### config.mk
export PLATFORM = sky130hd
export DESIGN_NAME = wavetable_mixer
export DESIGN_NICKNAME = d
export VERILOG_FILES = /design/src/rtl/wavetable_mixer.sv
export SDC_FILE = /design/constraint.sdc
export NUM_CORES = 1
export LEC_CHECK = 0
export CAP_MARGIN = 20
export CORE_MARGIN = 3
export CORE_UTILIZATION = 50
export CTS_CLUSTER_SIZE = 30
export DETAILED_ROUTE_END_ITERATION = 7
export PLACE_DENSITY_LB_ADDON = 0.08
export REMOVE_ABC_BUFFERS = 1
export SETUP_SLACK_MARGIN = 0.3
export SLEW_MARGIN = 20
export SYNTH_ARGS = -nofsm -noshare
export SYNTH_HDL_FRONTEND = slang
export SYNTH_SLANG_ARGS = --single-unit
### constraint.sdc
create_clock -name clk -period 7.2 [get_ports clk]
set_clock_uncertainty 0.1 [all_clocks]
set_input_delay 1.44 -clock clk [delete_from_list [all_inputs] [get_ports clk]]
set_output_delay 1.44 -clock clk [all_outputs]
set_load 0.02 [all_outputs]
### src/rtl/wavetable_mixer.sv
// -----------------------------------------------------------------------------
// wavetable_mixer
//   Multi-voice wavetable sample player. NCH voices each walk a phase pointer
//   through a shared 2^AW-entry sample table at their own divided rate. Voices
//   play in loop or one-shot mode with a 4-bit volume. A single ROM port is
//   time-multiplexed across the voices, one voice per cycle. The scaled
//   samples are summed into one saturating unsigned mix word every NCH cycles.
//
// Ports
//   clk          system clock
//   rst_n        asynchronous active-low reset
//   ena          global phase-advance enable (fetch/mix always run)
//   trig[NCH]    per-voice start/restart, level-sampled
//   stop[NCH]    per-voice stop, level-sampled (trig wins)
//   loop[NCH]    per-voice mode, 1=loop, 0=one-shot
//   div          per-voice rate divider, voice c at [c*DIVW +: DIVW]
//   vol          per-voice volume 0..15, voice c at [c*4 +: 4]
//   rom_addr     registered table address
//   rom_data     table word for rom_addr (combinational ROM)
//   sample_out   registered mixed sample
//   sample_valid one-cycle pulse when sample_out updates
//   active[NCH]  voice is playing
// -----------------------------------------------------------------------------
module wavetable_mixer #(
  parameter int NCH  = 4,
  parameter int AW   = 7,
  parameter int DW   = 8,
  parameter int OW   = 16,
  parameter int DIVW = 8
) (
  input  logic                clk,
  input  logic                rst_n,
  input  logic                ena,
  input  logic [NCH-1:0]      trig,
  input  logic [NCH-1:0]      stop,
  input  logic [NCH-1:0]      loop,
  input  logic [NCH*DIVW-1:0] div,
  input  logic [NCH*4-1:0]    vol,
  output logic [AW-1:0]       rom_addr,
  input  logic [DW-1:0]       rom_data,
  output logic [OW-1:0]       sample_out,
  output logic                sample_valid,
  output logic [NCH-1:0]      active
);

  localparam int TW = (NCH > 1) ? $clog2(NCH) : 1;
  localparam int CW = DW + 4;
  localparam int SW = DW + 4 + $clog2(NCH);
  localparam logic [AW-1:0] PH_LAST  = '1;
  localparam logic [TW-1:0] SLOT_LAST = TW'(NCH - 1);

  typedef enum logic {
    S_IDLE,
    S_PLAY
  } state_t;

  state_t          r_state  [NCH];
  logic [AW-1:0]   r_phase  [NCH];
  logic [DIVW-1:0] r_divcnt [NCH];

  logic [TW-1:0]   r_slot;
  logic [TW-1:0]   r_tag;
  logic            r_tag_act;
  logic [SW-1:0]   r_acc;

  logic [DIVW-1:0] w_div [NCH];
  logic [3:0]      w_vol [NCH];
  logic [CW-1:0]   w_contrib;
  logic [SW-1:0]   w_sum;
  logic [OW-1:0]   w_sat;

  // Unpack the flat per-voice buses.
  always_comb begin
    for (int unsigned c = 0; c < NCH; c++) begin
      w_div[c] = div[c*DIVW +: DIVW];
      w_vol[c] = vol[c*4 +: 4];
    end
  end

  always_comb begin
    active = '0;
    for (int unsigned c = 0; c < NCH; c++) begin
      active[c] = (r_state[c] == S_PLAY);
    end
  end

  // ---------------------------------------------------------------------------
  // Per-voice phase FSMs
  // ---------------------------------------------------------------------------
  always_ff @(posedge clk or negedge rst_n) begin
    if (!rst_n) begin
      for (int unsigned c = 0; c < NCH; c++) begin
        r_state[c]  <= S_IDLE;
        r_phase[c]  <= '0;
        r_divcnt[c] <= '0;
      end
    end else begin
      for (int unsigned c = 0; c < NCH; c++) begin
        if (trig[c]) begin
          r_state[c]  <= S_PLAY;
          r_phase[c]  <= '0;
          r_divcnt[c] <= '0;
        end else if (stop[c]) begin
          r_state[c]  <= S_IDLE;
          r_phase[c]  <= '0;
          r_divcnt[c] <= '0;
        end else if ((r_state[c] == S_PLAY) && ena) begin
          // >= rather than == so a divider lowered below the running count
          // still produces a step on the next enabled cycle.
          if (r_divcnt[c] >= w_div[c]) begin
            r_divcnt[c] <= '0;
            if (r_phase[c] == PH_LAST) begin
              r_phase[c] <= '0;
              if (!loop[c]) begin
                r_state[c] <= S_IDLE;
              end
            end else begin
              r_phase[c] <= r_phase[c] + AW'(1);
            end
          end else begin
            r_divcnt[c] <= r_divcnt[c] + DIVW'(1);
          end
        end
      end
    end
  end

  // ---------------------------------------------------------------------------
  // Fetch / mix pipeline
  //   Stage 1 presents a voice's phase on rom_addr with its tag; stage 2 scales
  //   the returned word and accumulates. The last voice's stage-2 cycle folds
  //   its contribution straight into the output word and clears the
  //   accumulator, so there is no idle gap between mix frames.
  // ---------------------------------------------------------------------------
  always_comb begin
    w_contrib = '0;
    if (r_tag_act) begin
      w_contrib = CW'(rom_data) * CW'(w_vol[r_tag]);
    end
    w_sum = r_acc + SW'(w_contrib);
  end

  generate
    if (SW > OW) begin : g_sat
      always_comb w_sat = (|w_sum[SW-1:OW]) ? '1 : w_sum[OW-1:0];
    end else begin : g_nosat
      always_comb w_sat = OW'(w_sum);
    end
  endgenerate

  always_ff @(posedge clk or negedge rst_n) begin
    if (!rst_n) begin
      r_slot       <= '0;
      r_tag        <= '0;
      r_tag_act    <= 1'b0;
      r_acc        <= '0;
      rom_addr     <= '0;
      sample_out   <= '0;
      sample_valid <= 1'b0;
    end else begin
      rom_addr  <= r_phase[r_slot];
      r_tag     <= r_slot;
      r_tag_act <= (r_state[r_slot] == S_PLAY);
      r_slot    <= (r_slot == SLOT_LAST) ? '0 : r_slot + TW'(1);

      if (r_tag == SLOT_LAST) begin
        sample_out   <= w_sat;
        r_acc        <= '0;
        sample_valid <= 1'b1;
      end else begin
        r_acc        <= w_sum;
        sample_valid <= 1'b0;
      end
    end
  end

endmodule

Word level (Yosys, flattened, before mapping)

Cells that the tools add are included.

Register bits: 105
Input port bits: 71

$add $sub $neg: 10
Multiply operators: 1
Magnitude comparators: 6
Equal/unequal tests: 10
Multiplexer cells: 73
Bitwise gates (word level): 2
Reductions and logical operators: 24

Operator list:

| kind                                                           | count |
|---|---|
| 7-bit 2-to-1 mux                                               | 22 |
| 8-bit 2-to-1 mux                                               | 16 |
| 3-bit nonzero test                                             | 12 |
| 8-bit by 1-bit adder with 8-bit output (second input constant) | 4 |
| 8-bit greater-or-equal comparator                              | 4 |
| 7-bit by 1-bit adder with 7-bit output (second input constant) | 4 |
| 7-bit equality test (second input constant)                    | 4 |
| 1-bit 2-to-1 mux                                               | 27 |
| 4-bit AND reduction                                            | 4 |
| 14-bit by 12-bit adder with 14-bit output                      | 1 |
| 7-bit binary-select mux with 2-bit select                      | 1 |
| 14-bit 2-to-1 mux                                              | 1 |
| 8-bit by 4-bit multiplier with 12-bit output                   | 1 |
| 12-bit 2-to-1 mux                                              | 1 |
| 3-bit != test (second input constant)                          | 4 |
| 4-bit binary-select mux with 2-bit select                      | 1 |
| 4-bit 2-to-1 mux                                               | 2 |
| 2-bit AND reduction                                            | 4 |
| 3-bit greater-or-equal comparator (second input constant)      | 2 |
| 2-bit inverter with 3-bit output                               | 2 |
| 2-bit equality test (second input constant)                    | 2 |
| 1-bit logical AND                                              | 4 |
| 2-bit by 1-bit adder with 2-bit output (second input constant) | 1 |
| 1-bit binary-select mux with 2-bit select                      | 1 |
| 2-bit 2-to-1 mux                                               | 1 |

Longest topological paths before layout

Gate-level depths: netlist of run 1.

Word-level depth: 8
Depth in mapped cells: 21
Mapped depth without buffers: 20

Worst setup path before layout of run 1

Ideal clock, no wire load.

Path type: input to register
Start: input port vol[15]
End: register sample_out[13]
Library setup time: 0.135 ns
Data arrival time: 5.706 ns
Required time: 6.965 ns
Slack: 1.260 ns
Stages: 20
Cells stage by stage: mux4_2 -> and2_1 -> fa_1 -> inv_1 -> fa_1 -> inv_1 -> ha_1 -> a21o_1 -> a21oi_1 -> o21bai_1 -> a21oi_1 -> xnor2_1 -> and2_1 -> ha_1 -> nand2_1 -> nor2_1 -> a211oi_1 -> a31oi_1 -> xnor2_1 -> o21ai_0

Cells in the longest elaborated chain, start to end: 6

Ends and longest elaborated chain:

| item                                                | line | text |
|---|---|---|
| start: declaration                                  | 38   | `input logic [NCH*4-1:0] vol,` |
| 4-bit binary-select mux with 2-bit select           | 138  | `w_contrib = CW'(rom_data) * CW'(w_vol[r_tag]);` |
| 4-bit 2-to-1 mux (not written as such) (2 in a row) | 138  |  |
| 8-bit by 4-bit multiplier with 12-bit output        | 138  |  |
| 12-bit 2-to-1 mux                                   | 137  | `if (r_tag_act) begin` |
| 14-bit by 12-bit adder with 14-bit output           | 140  | `w_sum = r_acc + SW'(w_contrib);` |
| end signal: assignment                              | 167  | `sample_out <= w_sat;` |
| end: declaration                                    | 41   | `output logic [OW-1:0] sample_out,` |

Every way passes these cells. The select of a mux whose other input is x is not followed.
A chain may end at the register's enable or synchronous reset.

Worst setup path in the final report of run 1

Start: input port vol[15]
End: register sample_out[11]

Same word-level chain as after synthesis.

==> metrics.yaml, run 1 <==
run_status: "completed"
worstPathArrival_ns: 6.56
post-route-period-util: 0.899
hpwlAfterDp_um: 12700
worstSetupPathType: "in -> reg"
ys_seq_area_frac: 0.359
whs_ns: 0.380
grt_pass1_vias: 5935
hold_class: "reg -> reg"
synth.distinct_cells: 68
regArea_um2: 2630
final_nets: 1020
die_x_um: 127
cts_inserted_buffers: 9
finalSetupViolCount: 0
r2r_slack_ns: 1.64
drtIter0Drc: 420
slew_viol_final: 0
start_util: 0.519
port_buffers: 96
switching_share: 0.303
hold_viol: 0
grt_setup_unrepaired: "no"
ff2ff_path_depth: 20
required_ns: 7.29
power-per-cell-area_nw_per_um2: 187
dieArea_um2: 16100
synth_edf_count: 0
insertion_delay_ns: 0.35
track_usage: 0.212
diodes: 0
async_reset_ff_frac: 1.00
maxCapViolCount: 0
p_int_mw: 1.13
crit_top_cell: "a21oi_1"
drive_above_1_share: 0.0642
die_y_um: 127
multi_input_area_um2: 4360
cp_slowest_cell: "mux4_2"
endpoint_kind: "register"
combPwrFrac: 0.284
cts_tree: "yes"
fillers: 1205
cts_hold_buf: 0
power.leakage_nw: 4.09
ys.warnings.count: 0
crit_fanout: 8
path_clk_slew_ns: 0.06
fmax_mhz: 155
cts_root_buf: "clkbuf_16"
worst_pin_slew_ns: 0.901
io_pins: 99
postSynthAreaPerCell_um2: 9.42
cts_sinks: 105
antenna_found_initial: 0
clock_path_buffers: 2
fp-row-count: 43
routedWlPerCell_um: 15.6
r2r_end: "sample_out[11]"
syn-instance-count: 777
relSlewSlack: 0.399
min_to: "sample_out[12]"
dr.pass1.iters: 5
postRouteAntennaNets: 0
vdd_drop_max_mv: 0.154
h-tree-depth: 3
post_cts_resize_count: 0
power_mw: 1.63
clkPwrFrac: 0.306
finalSetupTns_ns: 0
ys_ff_latch: 105
min_period_ns: 6.47
synthFlopType: "dfrtp_1"
place_congestion: 0.927
core_area_um2: 14100
drcViolationCount: 0
via_count: 5953
syn_area_um2: 7320
pwr-share-seq: 0.410
grt_max_degree: 60
grt-ovfl-total: 0
routed_via_density: 5.66
hold_start: "sample_out[12]"
power.switching_mw: 0.493
cp_slowest_stage_delay_ns: 0.56
area_growth_pct: 19.2
grt_pass1_wl_um: 28000
routed_wl_um: 16400
cp_cell_sequence: "clkdlybuf4s50_1, mux4_2, and2_1, fa_1, inv_1, fa_1, inv_1, ha_1, a21o_1, a21oi_1, o21bai_1, a21oi_1, xnor2_1, and2_1, ha_1, nand2_1, nor2_1, a211oi_1, a21oi_1, xnor2_1, o21ai_0"
critPathLaunchType: "input port"
rr_startpoint: "r_tag[0]"
whs_path_depth: 2
cts_setup_buffers: 0
[how the worst max path moves through the flow]
stage | cells after the start | to | from
final | 21 | sample_out[11] | vol[15]
after global routing | 21 | sample_out[13] | vol[15]
after CTS | 21 | sample_out[13] | vol[15]
after detailed placement | 21 | sample_out[11] | vol[15]
after global placement | 21 | sample_out[13] | vol[15]
after floorplan | 20 | sample_out[13] | vol[15]
[critical path, delay by kind of cell]
kind	cells	cell delay, ns
compound gates	7	1.42
xor+xnor	2	0.30
fa+ha+maj	4	1.73
buf+inv	3	0.48
mux	1	0.56
simple gates	4	0.63
[registers in the layout, summed over array words and instances (netlist names)]
register,count
rom_addr,7
r_divcnt,32
active,4
r_acc,14
r_slot,2
sample_out,14
r_phase,28
r_tag,2
r_tag_act,1
sample_valid,1
[Yosys cell counts, drive strengths merged, types with 5 or more instances]
| library cell | instances | area [um^2] |
|---|---|---|
| dfrtp | 105 | 2630 |
| nand2 | 80 | 303 |
| ha | 69 | 863 |
| inv | 65 | 244 |
| o21ai | 55 | 287 |
| nor2 | 53 | 199 |
| a21oi | 40 | 204 |
| nand3 | 37 | 190 |
| and2 | 36 | 225 |
| and3 | 20 | 125 |
| a31oi | 14 | 103 |
| xnor2 | 14 | 123 |
| xor2 | 14 | 123 |
| fa | 13 | 260 |
| mux4 | 12 | 270 |
| clkbuf | 11 | 41.3 |
| nand2b | 11 | 91.3 |
| a21o | 10 | 75.1 |
| buf | 8 | 50.0 |
| nor3 | 8 | 40.0 |
| o31ai | 8 | 60.1 |
| or3 | 8 | 50.1 |
| a211oi | 7 | 75.1 |
| nor2b | 7 | 43.8 |
| o21a | 7 | 52.6 |
| or2 | 7 | 43.8 |
| nor4 | 5 | 31.3 |
[power groups by stage]
| stage | sequential (mW) | clock, mW | combinational [mW] |
|---|---|---|---|
| after detailed placement | 0.679 | 0 | 0.464 |
| after global placement | 0.676 | 0 | 0.454 |
| after global routing | 0.673 | 0.531 | 0.516 |
| after floorplan | 0.717 | 0 | 0.231 |
| after CTS | 0.668 | 0.509 | 0.467 |
| final | 0.666 | 0.499 | 0.462 |
[cells by family (layout without fill, tap and decap cells)]
kind of cell             count (synthesis)  count (layout)  share of synthesized area
flip-flops                             105             105                      0.359
buffers and inverters                   84             178                     0.0458
other                                    1               2                   0.000513
multiplexers                            16              16                     0.0438
adder cells (fa/ha/maj)                 82              82                      0.154
AO/OA/AOI/OAI                          177             177                      0.167
AND/OR/NAND/NOR                        284             284                      0.197
XOR/XNOR                                28              28                     0.0335
[placed cells by master, fill, tap and decap left out, drive strengths merged, types with 3 or more instances in the layout]
master and instances:
a211o 3, o21bai 4, or4 4, a21oi 40, a21o 10, o211ai 4, nand4 3, nand2 80
o41ai 3, o22ai 3, dfrtp 105, and2 36, nor4 5, nor3 8, or3 8, a31oi 14
inv 66, mux4 12, nor2b 7, a22o 3, o21a 7, nor2 53, nand3 37, or2 7
a2111oi 4, and3 20, nand2b 11, ha 69, a41oi 3, o21ai 55, xor2 14, a211oi 7
o31ai 8, clkbuf 13, clkdlybuf4s50 95, fa 13, o2111ai 3, xnor2 14
[routing by layer]
layer | up-vias | share of wire | track usage
li1 | 2921 | - | -
met1 | 2888 | 0.42 | 0.262
met2 | 119 | 0.53 | 0.376
met3 | 25 | 0.033 | 0.0392
met4 | 0 | 0.018 | 0.0625
met5 | - | 0 | 0
[area by class of cell]
type                            instances  area share
Multi-Input combinational cell        589       0.500
Sequential cell                       105       0.301
Timing Repair Buffer                   97       0.111
Clock buffer                           13      0.0287
Inverter                               65      0.0280
Tap cell                              180      0.0258
Clock inverter                          3     0.00545
[metrics by stage]
stage	std cells	instance area (um^2)	setup WS, ns	utilization
floorplan	759	7230	1.24	-
global placement	1036	8420	0.526	0.597
detailed placement	1036	8420	0.412	0.597
CTS	1052	8720	0.784	0.618
global route	1052	8720	0.420	0.618
finish	1052	8720	0.731	0.618
Note: power is estimated with default switching activity, not from simulation.
==> run 2, diff against run 1 <==
clock period = 5.9 ns   (was 7.2 ns; I/O delays follow)
==> metrics.yaml, run 2 (same netlist as run 1, synthesis figures left out) <==
run_status: "completed"
power-per-cell-area_nw_per_um2: 231  # +24%
track_usage: 0.216  # +0.00479
fp-row-count: 43  # unchanged
endpoint_kind: "register"
maxCapViolCount: 0  # unchanged
dr.pass1.iters: 5  # unchanged
place_inst: 1067  # +3.0%
path_clk_slew_ns: 0.07  # about the same
die_x_um: 127  # unchanged
cts_sinks: 105  # unchanged
cp_slowest_cell: "mux4_2"
relSlewSlack: 0.396  # -0.00336
power_mw: 2.16  # +32%
cts_tree: "yes"
start_util: 0.519  # unchanged
required_ns: 6.01  # -1.28 ns
die_y_um: 127  # unchanged
drive_above_1_share: 0.157  # +0.0933
grt_pass1_vias: 6232  # +5.0%
multi_input_area_um2: 4620  # +6.1%
cts_root_buf: "clkbuf_16"
io_pins: 99  # unchanged
combPwrFrac: 0.327  # +0.043
diodes: 0  # unchanged
cp_cell_sequence: "dlymetal6s2s_1, mux4_2, buf_6, nand2_4, fa_1, inv_2, fa_2, fa_2, a21o_1, a21oi_2, o21bai_2, a21oi_2, xnor2_1, and2_4, ha_4, nand2_2, buf_4, o221ai_2, a21oi_1, o211ai_1, xnor2_1, o21ai_1"
fillers: 1126  # -6.6%
hold_class: "reg -> reg"
drtIter0Drc: 375  # -11%
met1Wirelength_um: 7130  # +2.4%
regArea_um2: 2630  # unchanged
routedWlPerCell_um: 15.8  # +0.90%
grt-ovfl-total: 0  # unchanged
cpLargestDelayFamily: "adder cells"
reg.largest.list: "r_divcnt (32), r_phase (28)"
clock_path_buffers: 2  # unchanged
wl_met3_um: 625  # +16%
layout_common_cells: "105 x dfrtp_1, 83 x clkdlybuf4s50_1, 74 x nand2_1"
grt_max_degree: 64  # +6.7%
min_period_ns: 5.28
cts_hold_buf: 0  # unchanged
finalSetupViolCount: 0  # unchanged
switching_share: 0.314  # +0.0107
postRouteAntennaNets: 0  # unchanged
dieArea_um2: 16100  # unchanged
hpwlAfterDp_um: 12900  # +1.7%
crit_fanout: 3  # -5
grt_setup_unrepaired: "no"
layout_commonest_cell: "dfrtp_1"
insertion_delay_ns: 0.36  # about the same
final_cells: 1088  # +3.4%
worst_pin_slew_ns: 0.906  # +0.00505 ns
worstSetupPathType: "in -> reg"
dr_wl_met2_um: 9050  # +4.9%
power.switching_mw: 0.676  # +37%
place_congestion: 0.873  # -5.9%
power.leakage_nw: 4.43  # +8.2%
final_nets: 1056  # +3.5%
largest_reg_flops: 32  # unchanged
routed_wl_um: 17100  # +4.4%
vdd_drop_max_mv: 0.183  # +19%
h-tree-depth: 3  # unchanged
core_area_um2: 14100  # unchanged
final_area_um2: 9330  # +7.0%
slew_viol_final: 0  # unchanged
p_int_mw: 1.48  # +30%
via_count: 6127  # +2.9%
worstPathArrival_ns: 5.39  # -1.17 ns
critPathLaunchType: "input port"
placed_cell_area_um2: 8650  # +2.8%
fmax_mhz: 189
cp_slowest_stage_delay_ns: 0.52  # -0.04 ns
pwr-share-seq: 0.377  # -0.033
area_growth_pct: 27.6
grt_pass1_wl_um: 28800  # +2.9%
dr.max_layer_used: "met4"
port_buffers: 96  # unchanged
clkPwrFrac: 0.296  # -0.010
drcViolationCount: 0  # unchanged
antenna_found_initial: 0  # unchanged
hold_viol: 0  # unchanged
top_register: "r_divcnt"
path_buf_inv: 4  # +1
post-route-period-util: 0.895
routed_via_density: 5.63  # -0.48%
cts_inserted_buffers: 9  # unchanged
-- run 2: power groups by stage --
stage	Sequential [mW]	Clock, mW	Combinational (mW)
after floorplan	0.875	0	0.282
after global placement	0.825	0	0.605
after detailed placement	0.827	0	0.616
after CTS	0.813	0.658	0.652
after global routing	0.819	0.681	0.772
final	0.812	0.639	0.705
-- run 2: per-stage QoR --
| stage | hold slack, ns | setup WS (ns) | setup TNS [ns] | util |
|---|---|---|---|---|
| after CTS | 0.389 | 0.278 | 0 | 0.647 |
| after floorplan | 0.355 | 0.204 | 0 | - |
| final | 0.385 | 0.619 | 0 | 0.662 |
| after detailed placement | 0.374 | -0.320 | -2.10 | 0.614 |
| after global placement | 0.363 | -0.209 | -1.69 | 0.614 |
| after global routing | 0.416 | 0.401 | 0 | 0.662 |
-- run 2: cell type report --
cell class,instances,area share
Timing Repair Buffer,133,0.138
Tap cell,180,0.0241
Sequential cell,105,0.282
Clock inverter,6,0.00925
Clock buffer,10,0.0256
Inverter,65,0.0264
Multi-Input combinational cell,589,0.495
-- run 2: what timing repair did --
| item | in CTS | in global routing |
|---|---|---|
| setup endpoints to repair | 10 | 14 |
| gates resized for setup | 23 | 61 |
| gates cloned | 0 | 0 |
| buffers inserted | 3 | 2 |
| pin swaps | 12 | 32 |
-- run 2: path summary, 6_finish.rpt --
check | startpoint | to | slack [ns] | cells after the start
worst max-delay path | vol[1] | sample_out[12] | 0.62 | 22
worst min-delay path | sample_out[9] | sample_out[9] | 0.38 | 2
worst max register to register | r_tag[0] | sample_out[12] | 0.97 | 21
worst min register to register | sample_out[9] | sample_out[9] | 0.38 | 2
max in group asynchronous | rst_n | r_acc[5] | 3.83 | 2
min in group asynchronous | rst_n | r_acc[12] | 0.81 | 1
-- run 2: worst register-to-register path, cell delays in order (launching register included) --
cell and delay [ns]:
dfrtp_1 0.51, mux4_2 0.61, buf_6 0.15, nand2_4 0.06, fa_1 0.43, inv_2 0.07
fa_2 0.46, fa_2 0.38, a21o_1 0.20, a21oi_2 0.17, o21bai_2 0.09, a21oi_2 0.17
xnor2_1 0.09, and2_4 0.17, ha_4 0.27, nand2_2 0.07, buf_4 0.14, o221ai_2 0.12
a21oi_1 0.09, o211ai_1 0.19, xnor2_1 0.16, o21ai_1 0.07
-- run 2: layer usage --
layer	track usage	vias to the layer above
met5	0	-
met4	0.0549	0
met3	0.0429	33
met2	0.389	130
met1	0.267	2973
li1	-	2991
